<file path="src/rtl/pattern_drive_buffer.sv">
// Pattern drive buffer: NO_BUFS banks of driver/tweak fields, a pwm-synchronous
// buffer sweeper, and registered driver outputs with sense-gated tweak channels.
module pattern_drive_buffer #(
   parameter int WIDTH     = 8,
   parameter int NUM_TWEAK = 8,
   parameter int NO_BUFS   = 8,
   parameter int BUF_W     = 3,
   parameter int FIELD_W   = 4
) (
   input  logic                       clk,
   input  logic                       rst,
   input  logic                       pwm,
   input  logic                       wr_en,
   input  logic [BUF_W-1:0]           wr_buf,
   input  logic [FIELD_W-1:0]         wr_field,
   input  logic [WIDTH-1:0]           wr_data,
   input  logic [BUF_W-1:0]           rd_buf,
   input  logic [FIELD_W-1:0]         rd_field,
   output logic [WIDTH-1:0]           rd_data,
   input  logic                       fixed_mode,
   input  logic [BUF_W-1:0]           fixed_buf,
   output logic [BUF_W-1:0]           buffer_select,
   output logic                       sweep_done,
   output logic [WIDTH-1:0]           p_drive,
   output logic [WIDTH-1:0]           n_drive,
   output logic [WIDTH-1:0]           tweak_delay,
   output logic [NUM_TWEAK*WIDTH-1:0] tweak_drive
);

   localparam int NUM_FIELDS = 4 + NUM_TWEAK;
   localparam int F_PDRIVE   = 0;
   localparam int F_NDRIVE   = 1;
   localparam int F_SENSE    = 2;
   localparam int F_DELAY    = 3;
   localparam int F_TWEAK0   = 4;

   // One extra bit so the bound stays representable when 2^FIELD_W == NUM_FIELDS.
   localparam logic [FIELD_W:0]   NUM_FIELDS_W = (FIELD_W+1)'(NUM_FIELDS);
   localparam logic [BUF_W-1:0]   LAST_BUF     = BUF_W'(NO_BUFS - 1);

   logic [WIDTH-1:0]     mem [NO_BUFS][NUM_FIELDS];

   logic                 wr_ok;
   logic                 rd_ok;
   logic                 pwm_prev;
   logic                 fixed_prev;
   logic                 pwm_edge;
   logic                 mode_drop;
   logic                 sense_valid;
   logic [NUM_TWEAK-1:0] sense_prev;
   logic [NUM_TWEAK-1:0] cur_sense;

   logic [BUF_W-1:0]     bs_nxt;
   logic                 sv_nxt;
   logic [NUM_TWEAK-1:0] sp_nxt;

   assign wr_ok = wr_en && ({1'b0, wr_field} < NUM_FIELDS_W);
   assign rd_ok = ({1'b0, rd_field} < NUM_FIELDS_W);

   always_ff @(posedge clk or posedge rst) begin
      if (rst) begin
         for (int b = 0; b < NO_BUFS; b++) begin
            for (int f = 0; f < NUM_FIELDS; f++) begin
               mem[b][f] <= '0;
            end
         end
      end else if (wr_ok) begin
         mem[wr_buf][wr_field] <= wr_data;
      end
   end

   // Read-back samples the array before this edge's write lands, so a
   // same-cycle read/write of one location returns the old word.
   always_ff @(posedge clk or posedge rst) begin
      if (rst) begin
         rd_data <= '0;
      end else if (rd_ok) begin
         rd_data <= mem[rd_buf][rd_field];
      end else begin
         rd_data <= '0;
      end
   end

   assign pwm_edge  = (pwm != pwm_prev);
   assign mode_drop = fixed_prev && !fixed_mode;
   assign cur_sense = mem[buffer_select][F_SENSE][NUM_TWEAK-1:0];

   always_comb begin
      bs_nxt = buffer_select;
      sv_nxt = sense_valid;
      sp_nxt = sense_prev;
      if (fixed_mode) begin
         bs_nxt = fixed_buf;
         if (pwm_edge) begin
            sv_nxt = 1'b0;
         end else begin
            sv_nxt = 1'b1;
            sp_nxt = cur_sense;
         end
      end else if (pwm_edge || mode_drop) begin
         bs_nxt = '0;
         sv_nxt = 1'b0;
      end else begin
         bs_nxt = (buffer_select == LAST_BUF) ? buffer_select : buffer_select + 1'b1;
         sv_nxt = 1'b1;
         sp_nxt = cur_sense;
      end
   end

   always_ff @(posedge clk or posedge rst) begin
      if (rst) begin
         pwm_prev      <= 1'b0;
         fixed_prev    <= 1'b0;
         buffer_select <= '0;
         sense_valid   <= 1'b0;
         sense_prev    <= '0;
      end else begin
         pwm_prev      <= pwm;
         fixed_prev    <= fixed_mode;
         buffer_select <= bs_nxt;
         sense_valid   <= sv_nxt;
         sense_prev    <= sp_nxt;
      end
   end

   assign sweep_done = !fixed_mode && (buffer_select == LAST_BUF);

   // A tweak channel drives only while its sensed polarity matches pwm.
   always_ff @(posedge clk or posedge rst) begin
      if (rst) begin
         p_drive     <= '0;
         n_drive     <= '0;
         tweak_delay <= '0;
         tweak_drive <= '0;
      end else begin
         p_drive     <= mem[buffer_select][F_PDRIVE];
         n_drive     <= mem[buffer_select][F_NDRIVE];
         tweak_delay <= mem[buffer_select][F_DELAY];
         for (int i = 0; i < NUM_TWEAK; i++) begin
            if (sense_valid && (sense_prev[i] == pwm)) begin
               tweak_drive[i*WIDTH +: WIDTH] <= mem[buffer_select][F_TWEAK0 + i];
            end else begin
               tweak_drive[i*WIDTH +: WIDTH] <= '0;
            end
         end
      end
   end

endmodule

</file>
<file path="config.mk">
export PLATFORM = sky130hd
export DESIGN_NAME = pattern_drive_buffer
export DESIGN_NICKNAME = d
export VERILOG_FILES = /design/src/rtl/pattern_drive_buffer.sv
export SDC_FILE = /design/constraint.sdc
export NUM_CORES = 2
export LEC_CHECK = 0
export CORE_MARGIN = 4
export CORE_UTILIZATION = 47
export DETAILED_ROUTE_END_ITERATION = 12
export SYNTH_ARGS = -nofsm -noshare
export SYNTH_HDL_FRONTEND = slang
export SYNTH_SLANG_ARGS = --single-unit
</file>
<file path="constraint.sdc">
create_clock -name clk -period 35.9 [get_ports clk]
set_clock_uncertainty 0.1 [all_clocks]
set_input_delay 7.18 -clock clk [delete_from_list [all_inputs] [get_ports clk]]
set_output_delay 7.18 -clock clk [all_outputs]
set_load 0.1 [all_outputs]
</file>
# Word-level counts from Yosys, hierarchy flattened
# Index checks and enable logic that the tools add are counted.
# word_totals
ff_bits	878
latch_bits	0
ramBits	0
romBits	0
inputBits	30
mem_count	0
# classes
n_addsub	1
mul	0
n_div	0
n_lt_le_gt_ge	9
n_eq_ne	13
n_shift	0
n_mux	32
n_bitwise	5
reduce_logical	16
# op_table
cell	n
768-bit bitwise mux	1
96-bit binary-select mux with 3-bit select	2
96-bit two-way mux	5
96-bit demux with 3-bit select	1
8-bit two-way mux	15
8-bit binary-select mux with 4-bit select	1
8-bit demux with 4-bit select	1
1-bit logical AND	13
4-bit greater-or-equal comparator, second input constant	3
3-bit NOT with 4-bit output	3
5-bit greater-or-equal comparator, second input constant	2
4-bit NOT with 5-bit output	2
3-bit two-way mux	3
1-bit equality test	8
4-bit < comparator, second input constant	2
5-bit by 1-bit < comparator with 1-bit output, second input constant	1
4-bit by 1-bit < comparator with 1-bit output, second input constant	1
2-bit != test, second input constant	2
3-bit by 1-bit adder with 3-bit output, second input constant	1
3-bit equality test, second input constant	1
1-bit two-way mux	3
3-bit != test, second input constant	1
2-bit AND reduction	1
1-bit zero test	1
2 further kinds	2

# Logic depth before layout (Yosys ltp)
# logic_depth
word_depth	8
depth_mapped	10

# Worst setup path after synthesis
# OpenSTA, ideal clock, no wires.
# synth_timing
path_kind	input port to output port
start	in fixed_mode
end	out sweep_done
t_arrival_ns	8.515
path_slack_ns	20.105
path_stages	1
n_path_buf	0
cell_sequence	nor2b_1
# synth_between
elab_chain_len	2
# synth_rtl
element	line	source
start, declared	20	input logic fixed_mode,
1-bit zero test	126	assign sweep_done = !fixed_mode && (buffer_select == LAST_BUF);
1-bit logical AND	126	
end, declared	23	output logic sweep_done,
# Every way passes these cells.

# Final worst setup path
# Same ends and word-level chain as after synthesis.

==> impl_metrics.yaml <==
run_status:
  status: "finished clean"
timing:
  setup_viol: 0
  fin_crit_ns: 16.35
  tightest_slew_ns: 1.24
  rsz0062_at_grt: "false"
  setup_tns_ns: 0
  slew_headroom_pct: 17.5
  hold_viol: 0
  max_clock_freq_mhz: 61.2
  fin_crit_sh_pct: 45.5
  final_max_slew_viol_count: 0
  setup_slack_ns: 19.55
synthesis:
  yosys_warnings: 0
  syn_area_per_cell_um2: 15.7
  synth_area_um2: 44200
  yosys_most_used_dff: "dfrtp_1"
  synth-seq-cells: 878
  synthCells: 2819
  syn-num-nets: 2851
  yosysSeqAreaShare_pct: 49.7
  ys_types: 46
  synth_edf_count: 0
  synth-async-reset-ratio_pct: 100
clock_network:
  cts_tree: "built"
  post_cts_buffers: 0
  cts-root-buf: "clkbuf_16"
  cts.clk_slew.worst_paths_ns: 0.05
  cts_buffers: 99
  clk_latency_ns: 0.66
  ctsResizeCount: 0
  cts_max_level: 3
  hold_buffers: 0
  cts.sinks: 878
  cts_max_path_buffers: 3
routing:
  drtPass1Iterations: 5
  wl_um: 127000
  avgViaCountPerCell: 6.27
  drc_errors: 0
  vias: 26256
  drt_iter0_drc: 1961
  drt.antenna.violating_nets: 0
  wire_per_inst_um: 30.2
die:
  start_util_pct: 47.3
  fp.dieW_um: 315
  die_height_um: 315
  num_rows: 112
  io-pin-count: 130
  core_um2: 93300
  dieArea_um2: 98900
critical_path:
  startpoint_type: "input port"
  setup.worst_path.class: "in -> out"
  critPathMaxFanout: 9
  cp.required_ns: 28.62
  cp.arrival_ns: 9.07
  crit_chain: "clkdlybuf4s50_1 > nor2b_1 > clkdlybuf4s50_1"
  slowest_stage: "clkdlybuf4s50_1"
  crit_top_cell: "clkdlybuf4s50_1"
  cp-end-kind: "output port"
  critical_path.max_stage_delay_ns: 1.15
min_path:
  min_path_type: "reg -> reg"
final_layout:
  final-seq-area_um2: 22000
  syn2layout_area_growth_pct: 12.5
  fillCellCount: 7668
  drive_gt1_share_pct: 45.1
  final_cell_mix: "875 x dfrtp_1, 654 x mux2_2, 385 x mux4_2, 138 x mux2_1, 123 x mux2i_1"
  layout.nets: 2888
  layout_commonest_cell: "dfrtp_1"
  multi_input_area_um2: 21200
place:
  routabilityCongestion: 0.824
  hpwl_um: 79700
  io_buffers: 129
  dp_slack_ns: 19.57
grt:
  grtUsageTotal_pct: 26.0
  grt_start_max_net_pins: 173
  overflow: 0
  antenna_found_initial: 7
  grt_pass1_vias: 28030
  grt_pass1_wl_um: 190000
power:
  leakage_nw: 22.2
  powerDensity_nw_per_um2: 51.6
  peakVddDrop_mv: 0.0358
job:
  drv_cap: 0
-- worst max-delay path, delay by kind of cell --
kind                   cells  cell delay (ns)
buffers and inverters      2             1.70
and+or+nand+nor            1             0.19
-- where the power goes --
group          internal, mW  switching, mW
registers              1.07         0.0607
clock network         0.640          0.414
logic                 0.168          0.211
-- final cells by class --
class	count	share of cell area (%)
Sequential cell	878	44.2
Multi-Input combinational cell	1715	42.7
Clock buffer	148	6.05
Tap cell	1254	3.16
Timing Repair Buffer	160	3.04
Clock inverter	31	0.803
Inverter	2	0.0302
Antenna cell	2	0.0101
-- cells in the mapped netlist, types with 3 or more instances --
cell | number | area share (%)
xnor2_1 | 9 | 0.18
nor2b_1 | 11 | 0.16
clkbuf_1 | 120 | 1.0
buf_2 | 75 | 0.85
mux2_1 | 138 | 3.5
a211oi_1 | 14 | 0.24
dfrtp_1 | 878 | 50
o22ai_1 | 35 | 0.50
and3_1 | 4 | 0.057
o21ai_0 | 16 | 0.18
nand2_1 | 75 | 0.64
buf_1 | 16 | 0.14
buf_6 | 5 | 0.13
mux2i_1 | 123 | 2.8
nand2_2 | 3 | 0.042
and2_1 | 6 | 0.085
nor2_1 | 97 | 0.82
a221oi_1 | 8 | 0.16
nand2b_1 | 5 | 0.071
mux2_2 | 654 | 17
a21oi_1 | 9 | 0.10
nor2_2 | 30 | 0.42
nand3_1 | 30 | 0.34
buf_4 | 8 | 0.14
nand3b_1 | 5 | 0.085
nand3_2 | 4 | 0.091
nor2_4 | 24 | 0.61
mux4_2 | 385 | 20
or3b_2 | 5 | 0.099
-- metrics by stage --
stage                     util, %  power, mW  hold WS [ns]  instances  instance area (µm²)
after floorplan                 -       1.42         0.357       2819                44200
after global placement       49.6       1.51         0.380       4009                46300
after detailed placement     49.6       1.53         0.395       4009                46300
after CTS                    53.2       2.59         0.409       4188                49700
after global routing         53.2       2.66         0.420       4189                49700
final                        53.2       2.56         0.408       4190                49700
-- cells by family (layout without fill, tap and decap cells) --
| logic type | Yosys count | in the layout | share of synthesized area, % |
|---|---|---|---|
| multiplexers | 1300 | 1300 | 42.6 |
| adder cells (fa/ha/maj) | 2 | 2 | 0.0566 |
| flip-flops | 878 | 878 | 49.7 |
| AND/OR/NAND/NOR | 315 | 315 | 3.82 |
| buffers and inverters | 226 | 341 | 2.29 |
| other | 0 | 2 | 0 |
| AO/OA/AOI/OAI | 88 | 88 | 1.29 |
| XOR/XNOR | 10 | 10 | 0.198 |
-- routing by layer --
| layer | global-route usage, % | wire [µm] | vias up |
|---|---|---|---|
| met5 | 0 | 74 | - |
| met4 | 6.92 | 3220 | 10 |
| met3 | 5.26 | 7930 | 189 |
| met2 | 40.6 | 59900 | 763 |
| met1 | 37.5 | 55500 | 14441 |
| li1 | - | - | 10853 |
-- path summary, 6_finish.rpt --
| kind | from | endpoint | slack (ns) | cells past startpoint |
|---|---|---|---|---|
| max reg2reg | buffer_select[1] | tweak_drive[23] | 32.06 | 5 |
| min | mem[570] | mem[570] | 0.41 | 1 |
| min reg2reg | mem[570] | mem[570] | 0.41 | 1 |
| max | fixed_mode | sweep_done | 19.55 | 3 |
| max in group asynchronous | rst | mem[164] | 23.93 | 7 |
| min in group asynchronous | rst | tweak_drive[25] | 6.97 | 2 |
-- sequential cells by signal, indices dropped and copies added, names as in the netlist, 3 cells and up --
register / flops
mem: 768
tweak_drive: 64
n_drive: 8
p_drive: 8
rd_data: 8
sense_prev: 8
tweak_delay: 8
buffer_select: 3
Power figures use the tool's default switching activity.
